File: src/rtl/zeptron_pkg.sv
`default_nettype none
// ============================================================================
// Module      : zeptron_pkg
// Description : Shared types and constants for the Zeptron fetch front end.
//               fetch_entry_t   - buffered instruction word with its PC
//               NOP_INSTR       - addi x0,x0,0 encoding
//               RESET_PC_DEFAULT- default fetch address after reset
// Revision    : 1.0 - initial release
// ============================================================================
package zeptron_pkg;

    typedef struct packed {
        logic [31:0] instr;
        logic [31:0] pc;
    } fetch_entry_t;

    localparam logic [31:0] NOP_INSTR        = 32'h0000_0013;
    localparam logic [31:0] RESET_PC_DEFAULT = 32'h0000_0000;

    // Word-align a fetch address.
    function automatic logic [31:0] align_pc(input logic [31:0] i_a);
        return {i_a[31:2], 2'b00};
    endfunction

endpackage
`default_nettype wire

File: src/rtl/fetch_fifo.sv
`default_nettype none
// ============================================================================
// Module      : fetch_fifo
// Description : Synchronous FIFO of fetch_entry_t with flush. Push and pop in
//               the same cycle on a full FIFO is legal. Flush wins over both.
// Ports       : clk, rst (async, active-high)
//               i_flush      - empty the FIFO
//               i_push       - write i_push_data at the tail
//               i_pop        - drop the head entry
//               o_head       - head entry (stable while not popped)
//               o_count      - current occupancy
// Revision    : 1.0 - initial release
// ============================================================================
module fetch_fifo
    import zeptron_pkg::*;
#(
    parameter int DEPTH = 2
) (
    input  logic                       clk,
    input  logic                       rst,
    input  logic                       i_flush,
    input  logic                       i_push,
    input  fetch_entry_t               i_push_data,
    input  logic                       i_pop,
    output fetch_entry_t               o_head,
    output logic [$clog2(DEPTH+1)-1:0] o_count
);

    localparam int CW = $clog2(DEPTH + 1);
    localparam int PW = (DEPTH > 1) ? $clog2(DEPTH) : 1;

    fetch_entry_t    r_mem [DEPTH];
    logic [PW-1:0]   r_wr;
    logic [PW-1:0]   r_rd;
    logic [CW-1:0]   r_count;

    function automatic logic [PW-1:0] ptr_next(input logic [PW-1:0] i_p);
        return (i_p == PW'(DEPTH - 1)) ? '0 : i_p + 1'b1;
    endfunction

    always_ff @(posedge clk or posedge rst) begin
        if (rst) begin
            r_wr    <= '0;
            r_rd    <= '0;
            r_count <= '0;
            for (int i = 0; i < DEPTH; i++) begin
                r_mem[i] <= '0;
            end
        end else if (i_flush) begin
            r_wr    <= '0;
            r_rd    <= '0;
            r_count <= '0;
        end else begin
            if (i_push) begin
                r_mem[r_wr] <= i_push_data;
                r_wr        <= ptr_next(r_wr);
            end
            if (i_pop) begin
                r_rd <= ptr_next(r_rd);
            end
            r_count <= r_count + CW'(i_push) - CW'(i_pop);
        end
    end

    assign o_head  = r_mem[r_rd];
    assign o_count = r_count;

endmodule
`default_nettype wire

File: src/rtl/fetch_stage.sv
`default_nettype none
// ============================================================================
// Module      : fetch_stage
// Description : Zeptron instruction-fetch front end. Owns the fetch PC, issues
//               word requests to instruction memory (request/grant, in-order
//               responses), buffers returned words with their PCs and hands
//               them to decode over valid/ready. Redirects flush the buffer
//               and discard responses still in flight.
// Ports       : clk, reset (async, active-high)
//               imem_req/imem_addr/imem_gnt        - request channel
//               imem_rvalid/imem_rdata             - response channel
//               redirect/redirect_pc               - flush and restart
//               d_valid/d_ready/d_instr/d_pc       - decode handshake
//               d_misaligned                       - only with FETCH_MISALIGN_EN
// Options     : FETCH_MISALIGN_EN - a redirect to a non-word-aligned target
//               stops fetch and presents a single nop flagged misaligned.
// Revision    : 1.0 - initial release
// ============================================================================
module fetch_stage
    import zeptron_pkg::*;
#(
    parameter logic [31:0] RESET_PC = RESET_PC_DEFAULT,
    parameter int          DEPTH    = 2
) (
    input  logic        clk,
    input  logic        reset,
    output logic        imem_req,
    output logic [31:0] imem_addr,
    input  logic        imem_gnt,
    input  logic        imem_rvalid,
    input  logic [31:0] imem_rdata,
    input  logic        redirect,
    input  logic [31:0] redirect_pc,
    output logic        d_valid,
    input  logic        d_ready,
    output logic [31:0] d_instr,
`ifdef FETCH_MISALIGN_EN
    output logic [31:0] d_pc,
    output logic        d_misaligned
`else
    output logic [31:0] d_pc
`endif
);

    localparam int CW = $clog2(DEPTH + 1);
    localparam int SW = CW + 1;

    logic [31:0]   r_pc;
    logic [31:0]   r_resp_pc;
    logic [CW-1:0] r_out;
    logic [CW-1:0] r_drop;

    logic [CW-1:0] w_count;
    fetch_entry_t  w_head;
    fetch_entry_t  w_push_data;
    logic          w_pop;
    logic          w_push;
    logic          w_issue;
    logic          w_resp_keep;
    logic [SW-1:0] w_used;
    logic          w_halt;
    logic          w_nop_push;

    assign d_valid = (w_count != '0);
    assign w_pop   = d_valid && d_ready;

    // Credits: buffer slots not yet claimed by a buffered or in-flight word,
    // counting the slot freed by this cycle's pop.
    assign w_used   = SW'(r_out) + SW'(w_count) - SW'(w_pop);
    assign imem_req = !redirect && !w_halt && (w_used < SW'(DEPTH));
    assign imem_addr = r_pc;
    assign w_issue   = imem_req && imem_gnt;

    assign w_resp_keep = imem_rvalid && (r_drop == '0) && !redirect;
    assign w_push      = w_resp_keep || w_nop_push;

    always_ff @(posedge clk or posedge reset) begin
        if (reset) begin
            r_pc      <= RESET_PC;
            r_resp_pc <= RESET_PC;
            r_out     <= '0;
            r_drop    <= '0;
        end else begin
            // No issue can happen during a redirect, so one update covers both.
            r_out <= r_out + CW'(w_issue) - CW'(imem_rvalid);
            if (redirect) begin
                r_pc      <= align_pc(redirect_pc);
                r_resp_pc <= align_pc(redirect_pc);
                r_drop    <= r_out - CW'(imem_rvalid);
            end else begin
                if (w_issue) begin
                    r_pc <= r_pc + 32'd4;
                end
                if (w_resp_keep) begin
                    r_resp_pc <= r_resp_pc + 32'd4;
                end
                if (imem_rvalid && (r_drop != '0)) begin
                    r_drop <= r_drop - 1'b1;
                end
            end
        end
    end

`ifdef FETCH_MISALIGN_EN
    logic        r_halt;
    logic        r_nop_pend;
    logic        r_mis_flag;
    logic [31:0] r_mis_pc;

    // Once everything in flight has drained (and been discarded) the fake
    // nop is the only entry that can ever sit in the buffer while halted.
    assign w_nop_push = r_nop_pend && (r_out == '0) && !redirect;
    assign w_halt     = r_halt;
    assign w_push_data = w_nop_push ? '{instr: NOP_INSTR, pc: r_mis_pc}
                                    : '{instr: imem_rdata, pc: r_resp_pc};

    always_ff @(posedge clk or posedge reset) begin
        if (reset) begin
            r_halt     <= 1'b0;
            r_nop_pend <= 1'b0;
            r_mis_flag <= 1'b0;
            r_mis_pc   <= '0;
        end else if (redirect) begin
            r_halt     <= |redirect_pc[1:0];
            r_nop_pend <= |redirect_pc[1:0];
            r_mis_flag <= 1'b0;
            r_mis_pc   <= redirect_pc;
        end else if (w_nop_push) begin
            r_nop_pend <= 1'b0;
            r_mis_flag <= 1'b1;
        end else if (w_pop) begin
            r_mis_flag <= 1'b0;
        end
    end

    assign d_misaligned = r_mis_flag;
`else
    logic w_unused;

    assign w_nop_push  = 1'b0;
    assign w_halt      = 1'b0;
    assign w_push_data = '{instr: imem_rdata, pc: r_resp_pc};
    assign w_unused    = &{1'b0, redirect_pc[1:0]};
`endif

    fetch_fifo #(
        .DEPTH (DEPTH)
    ) u_fifo (
        .clk         (clk),
        .rst         (reset),
        .i_flush     (redirect),
        .i_push      (w_push),
        .i_push_data (w_push_data),
        .i_pop       (w_pop),
        .o_head      (w_head),
        .o_count     (w_count)
    );

    assign d_instr = w_head.instr;
    assign d_pc    = w_head.pc;

endmodule
`default_nettype wire
File: config.mk
export PLATFORM = sky130hd
export DESIGN_NAME = fetch_stage
export DESIGN_NICKNAME = d
export VERILOG_FILES = /design/src/rtl/zeptron_pkg.sv /design/src/rtl/fetch_fifo.sv /design/src/rtl/fetch_stage.sv
export SDC_FILE = /design/constraint.sdc
export NUM_CORES = 1
export LEC_CHECK = 0
export ABC_CLOCK_PERIOD_IN_PS = 5400
export CORE_UTILIZATION = 54
export DETAILED_ROUTE_END_ITERATION = 16
export PLACE_DENSITY = 0.79
export SKIP_LAST_GASP = 1
export SYNTH_ARGS = -nofsm -noshare
export SYNTH_HDL_FRONTEND = slang
export SYNTH_HIERARCHICAL = 1
export SYNTH_SLANG_ARGS = --single-unit
export TNS_END_PERCENT = 1
File: constraint.sdc
create_clock -name clk -period 5.4 [get_ports clk]
set_input_delay 0.81 -clock clk [delete_from_list [all_inputs] [get_ports clk]]
set_output_delay 0.81 -clock clk [all_outputs]
set_load 0.005 [all_outputs]
==> flow_metrics.tcl, run 1 <==
set metrics [dict create \
    layout_min_cycle_time_ps 4300 \
    drt_pass1_iterations 5 \
    crit_arrival_ps 3490 \
    netlist_top_cells_area "dfrtp_1 48%, mux2_2 15%, mux2_4 8.8%" \
    slowest_stage "clkdlybuf4s50_1" \
    ys_types 56 \
    ys_ff_latch 196 \
    die_width_microns 140 \
    crit_chain "clkdlybuf4s50_1 > and2_1 > ha_1 > nand2b_1 > fa_1 > xor2_1 > and3_1 > clkdlybuf4s50_1" \
    cts_root_buf "clkbuf_16" \
    avgSynthCellArea_sq_um 12.3 \
    cts_sinks 196 \
    grt_pass1_vias 7011 \
    maxCapViolations 0 \
    cp.required_ps 4590 \
    fillers 1428 \
    antenna_cells 0 \
    postCtsHoldBufs 0 \
    cts_resized 0 \
    cp_max_fo 7 \
    pin_count 168 \
    globalplace.congestion 0.848 \
    fin_area_sq_um 12500 \
    setup_tns_ps 0 \
    power.density_nw_per_um2 453 \
    critPathLaunchType "input port" \
    portBuffers 163 \
    clk_pin_slew_worst_paths_ps 70 \
    synth_edf_count 0 \
    grt_max_degree 72 \
    clkLatencyLatePin_ps 430 \
    grt_usage 0.238 \
    antenna_found_initial 0 \
    row_count 50 \
    area_growth_pct 21.8 \
    cp_common_cell "clkdlybuf4s50_1" \
    grt_pass1_wl_microns 37100 \
    slew_violations 0 \
    core-area_sq_um 18600 \
    post-cts-setup-buffers 0 \
    clock_skew_ps 12.5 \
    yosys-top-cells-count "196 x dfrtp_1, 137 x mux2_2, 60 x mux2_4" \
    nets 1057 \
    final_hold_viol_count 0 \
    finalSetupViolations 0 \
    synth_cells 832 \
    min_period_over_period 0.797 \
    synth_area_sq_um 10300 \
    status "finished clean" \
    drive_above_1_share 0.260 \
    holdWs_ps 491 \
    grt-ovfl-total 0 \
    rsz0062_at_grt "false" \
    crit_type "in -> out" \
    hp-class "reg -> reg" \
    crit_buf_inv 2 \
    worst_slew_pin_slew_ps 1010 \
    wirelength_microns 22800 \
    pre_cts_ws_ps 1110 \
    cts_buffer_depth 2 \
    die-area_sq_um 19500 \
    synth_top_area_cell "dfrtp_1" \
    cts_tree "done" \
    leakage_uw 0.00540 \
    cts-buffers-inserted 17 \
    setup_ws_ps 1100 \
    viasPerCell 5.88 \
    ys_async_sr_fraction 1.00 \
    vias 7197 \
    synth_most_common_cell "dfrtp_1" \
    drcViolationCount 0 \
    htreeDepth 4 \
    ys_warn_count 6 \
    critPathCaptureType "output pin" \
    fmax_ghz 0.232 \
    slowest_delay_ps 500 \
    cp_top_family "buffers and inverters" \
    die_h_microns 140 \
    drt-initial-drc-count 444 \
    wire_per_inst_microns 18.7 \
    slew_headroom 0.320 \
    post_dp_cell_area_sq_um 11900 \
    dp_hpwl_microns 15200 \
    post-synth-top-area-fraction 0.478 \
    r2r_slack_ps 2060 \
    synth_ff_type "dfrtp_1" \
    initial_core_util 0.550 \
    ys_seq_area_frac 0.478 \
    ir_worst_vdd_mv 0.253 \
    ant_nets 0 \
]
## state kept, by name (all words and copies together) (netlist names)
signal and flops:
u_fifo/r_wr 1, u_fifo/r_rd 1, u_fifo/r_mem 128, r_resp_pc 30
imem_addr 30, u_fifo/o_count 2, r_drop 2, r_out 2
## layout by cell type, fill, tap and decap left out, types with 8 or more instances in the layout
cell type / instances
dfrtp_1: 195
clkdlybuf4s50_1: 162
mux2_2: 137
mux2_4: 60
nor2_1: 35
nor3_1: 32
nor4_1: 29
nand2_1: 23
nand3_1: 23
xnor2_1: 22
nand4_1: 17
a211oi_1: 17
clkbuf_16: 17
inv_1: 16
o31ai_1: 13
and4_1: 11
a21oi_1: 11
nand2b_1: 11
a31oi_1: 10
or4_1: 10
ha_1: 10
and3_1: 9
o31a_1: 9
buf_4: 9
a21boi_0: 8
## power breakdown
part / internal [uW] / switching [uW]
Combinational: 1420 / 783
Sequential: 1890 / 314
Clock: 659 / 601
## worst paths after layout
path                              startpoint                end  cells after the start
max                                  d_ready           imem_req                      8
min                        u_fifo/r_mem[121]  u_fifo/r_mem[121]                      1
max reg2reg                u_fifo/o_count[0]      imem_addr[23]                     10
min reg2reg                u_fifo/r_mem[121]  u_fifo/r_mem[121]                      1
max in group asynchronous              reset  u_fifo/r_mem[105]                      3
min in group asynchronous              reset    u_fifo/r_mem[5]                      2
## area by class of cell
| class | instances | area, sq um | share of cell area |
|---|---|---|---|
| Multi-Input combinational cell | 568 | 4910 | 0.393 |
| Tap cell | 234 | 293 | 0.0234 |
| Timing Repair Buffer | 173 | 1710 | 0.137 |
| Inverter | 20 | 77.6 | 0.00621 |
| Clock inverter | 15 | 160 | 0.0128 |
| Sequential cell | 196 | 4910 | 0.393 |
| Clock buffer | 17 | 425 | 0.0341 |
## per-stage QoR
| stage | cells | total power (uW) | utilization |
|---|---|---|---|
| final | 1223 | 5660 | 0.670 |
| after detailed placement | 1191 | 4440 | 0.638 |
| after global routing | 1223 | 5980 | 0.670 |
| after global placement | 1191 | 4370 | 0.638 |
| after CTS | 1223 | 5710 | 0.670 |
| after floorplan | 837 | 3390 | - |
## layer usage
layer,global-route usage,share of wire
met1,0.349,0.48
met2,0.366,0.45
met3,0.0385,0.050
met4,0.0682,0.016
met5,0,0
## logic make-up after synthesis
logic type                 Yosys count  synth area share
AOI/OAI and AO/OA                   92            0.0652
muxes                              203             0.245
buffers and inverters               73            0.0448
other                                1          0.000366
and+or+nand+nor                    228             0.127
adders and majority gates           11            0.0142
xor gates and xnor gates            28            0.0253
DFF                                196             0.478
(Power assumes the default switching activity.)
==> run 2: changes to the inputs <==
Settings changed: ABC_CLOCK_PERIOD_IN_PS 5400 to 4370.
Clock period 5.4 ns to 4.37 ns, I/O delays scaled along.
==> flow_metrics.tcl, run 2 (synthesized netlist as in run 1, its figures left out) <==
set metrics [dict create \
    utilization 0.675 \
    largest_reg_flops 128 \
    cts-buffers-inserted 17 \
    pin_count 168 \
    min_path_cells 1 \
    status "finished clean" \
    grt_usage 0.249 \
    cts_tree "done" \
    portBuffers 163 \
    grt-ovfl-total 0 \
    worstReg2RegEnd "r_out[1]" \
    htreeDepth 4 \
    mostFrequentLayoutCells "195 x dfrtp_1, 162 x clkdlybuf4s50_1, 137 x mux2_2" \
    regArea_sq_um 4910 \
    fmax_ghz 0.265 \
    globalplace.congestion 0.876 \
    cp_top_family "buffers and inverters" \
    slowest_stage "clkdlybuf4s50_1" \
    critPathLaunchType "input port" \
    grt_pass1_wl_microns 38300 \
    slew_violations 0 \
    cts_sinks 196 \
    finalSetupViolations 0 \
    slowest_delay_ps 500 \
    pre_cts_ws_ps 605 \
    drt-initial-drc-count 486 \
    final_hold_viol_count 0 \
    regMostFlops "u_fifo/r_mem" \
    die_h_microns 140 \
    wire_per_inst_microns 18.9 \
    ir_worst_vdd_mv 0.274 \
    crit_chain "clkdlybuf4s50_1 > and2_1 > ha_1 > nand2b_1 > fa_1 > xor2_1 > buf_4 > and3_1 > clkdlybuf4s50_1" \
    cp.required_ps 3710 \
    drive_above_1_share 0.261 \
    cts_root_buf "clkbuf_16" \
    rsz0062_at_grt "false" \
    power.density_nw_per_um2 568 \
    worstHoldStart "u_fifo/r_mem[120]" \
    area_growth_pct 22.7 \
    crit_type "in -> out" \
    grt_pass1_vias 7226 \
    dp_hpwl_microns 15400 \
    critPathCaptureType "output pin" \
    clk_pin_slew_worst_paths_ps 70 \
    maxCapViolations 0 \
    ant_nets 0 \
    post_dp_cell_area_sq_um 11900 \
    die-area_sq_um 19500 \
    drt_pass1_iterations 7 \
    hp-class "reg -> reg" \
    clkLatencyLatePin_ps 430 \
    holdWs_ps 490 \
    setup_ws_ps 594 \
    crit_arrival_ps 3120 \
    cp_max_fo 7 \
    fin_area_sq_um 12600 \
    initial_core_util 0.550 \
    worst_slew_pin_slew_ps 1010 \
    leakage_uw 0.00544 \
    layout_commonest_cell "dfrtp_1" \
    crit_buf_inv 3 \
    slew_headroom 0.319 \
    postCtsHoldBufs 0 \
    cts_resized 0 \
    multiInputGateArea_sq_um 4910 \
    cp_common_cell "clkdlybuf4s50_1" \
    fillers 1432 \
    viasPerCell 5.92 \
    row_count 50 \
    reg2reg_depth 14 \
    clock_skew_ps 7.11 \
    cts_buffer_depth 2 \
    drcViolationCount 0 \
    r2r-start "u_fifo/o_count[1]" \
    post-cts-setup-buffers 0 \
    wirelength_microns 23200 \
    min_period_over_period 0.864 \
    vias 7247 \
    grt_max_degree 83 \
    core-area_sq_um 18600 \
    worstHoldEndpoint "u_fifo/r_mem[120]" \
    die_width_microns 140 \
    r2r_slack_ps 1200 \
    antenna_found_initial 0 \
    layout_min_cycle_time_ps 3780 \
    nets 1058 \
    antenna_cells 0 \
    setup_tns_ps 0 \
]
[run 2: through the flow]
stage	cells	total power [uW]
after global routing	1224	7560
after CTS	1224	7210
after global placement	1192	5430
after detailed placement	1192	5510
after floorplan	837	4190
final	1224	7150
[run 2: routing by layer]
layer	global-route usage	routed length (microns)
met1	0.352	10900
met2	0.388	10600
met3	0.0444	1210
met4	0.0833	407
met5	0	0
[run 2: worst max path at each step]
stage / start / endpoint / slack (ps) / cells past startpoint
CTS: d_ready / imem_req / 590 / 9
finish: d_ready / imem_req / 590 / 9
global placement: d_ready / imem_req / 610 / 9
floorplan: reset / u_fifo/o_count[0] / 190 / 1
detailed placement: d_ready / imem_req / 600 / 9
global route: d_ready / imem_req / 520 / 9
[run 2: worst register-to-register path, stage by stage (launching register included)]
cell and delay [ps]:
dfrtp_1 380, inv_1 80, nand2_1 80, and2_1 210, ha_1 280, nand2b_1 150, fa_1 410, xnor2_1 340
nor2_1 120, inv_2 260, ha_1 290, inv_1 60, ha_1 150, xnor2_1 130, xnor2_1 140
[run 2: power by group]
group	total [uW]	switching (uW)	internal, uW
sequential	2740	406	2340
clock	1660	677	987
combinational	2740	964	1780
total	7150	2050	5100
[run 2: layout make-up]
cell class / instances / share of cell area
Timing Repair Buffer: 174 / 0.140
Sequential cell: 196 / 0.390
Inverter: 20 / 0.00617
Multi-Input combinational cell: 568 / 0.390
Tap cell: 234 / 0.0233
Clock buffer: 19 / 0.0360
Clock inverter: 13 / 0.0144
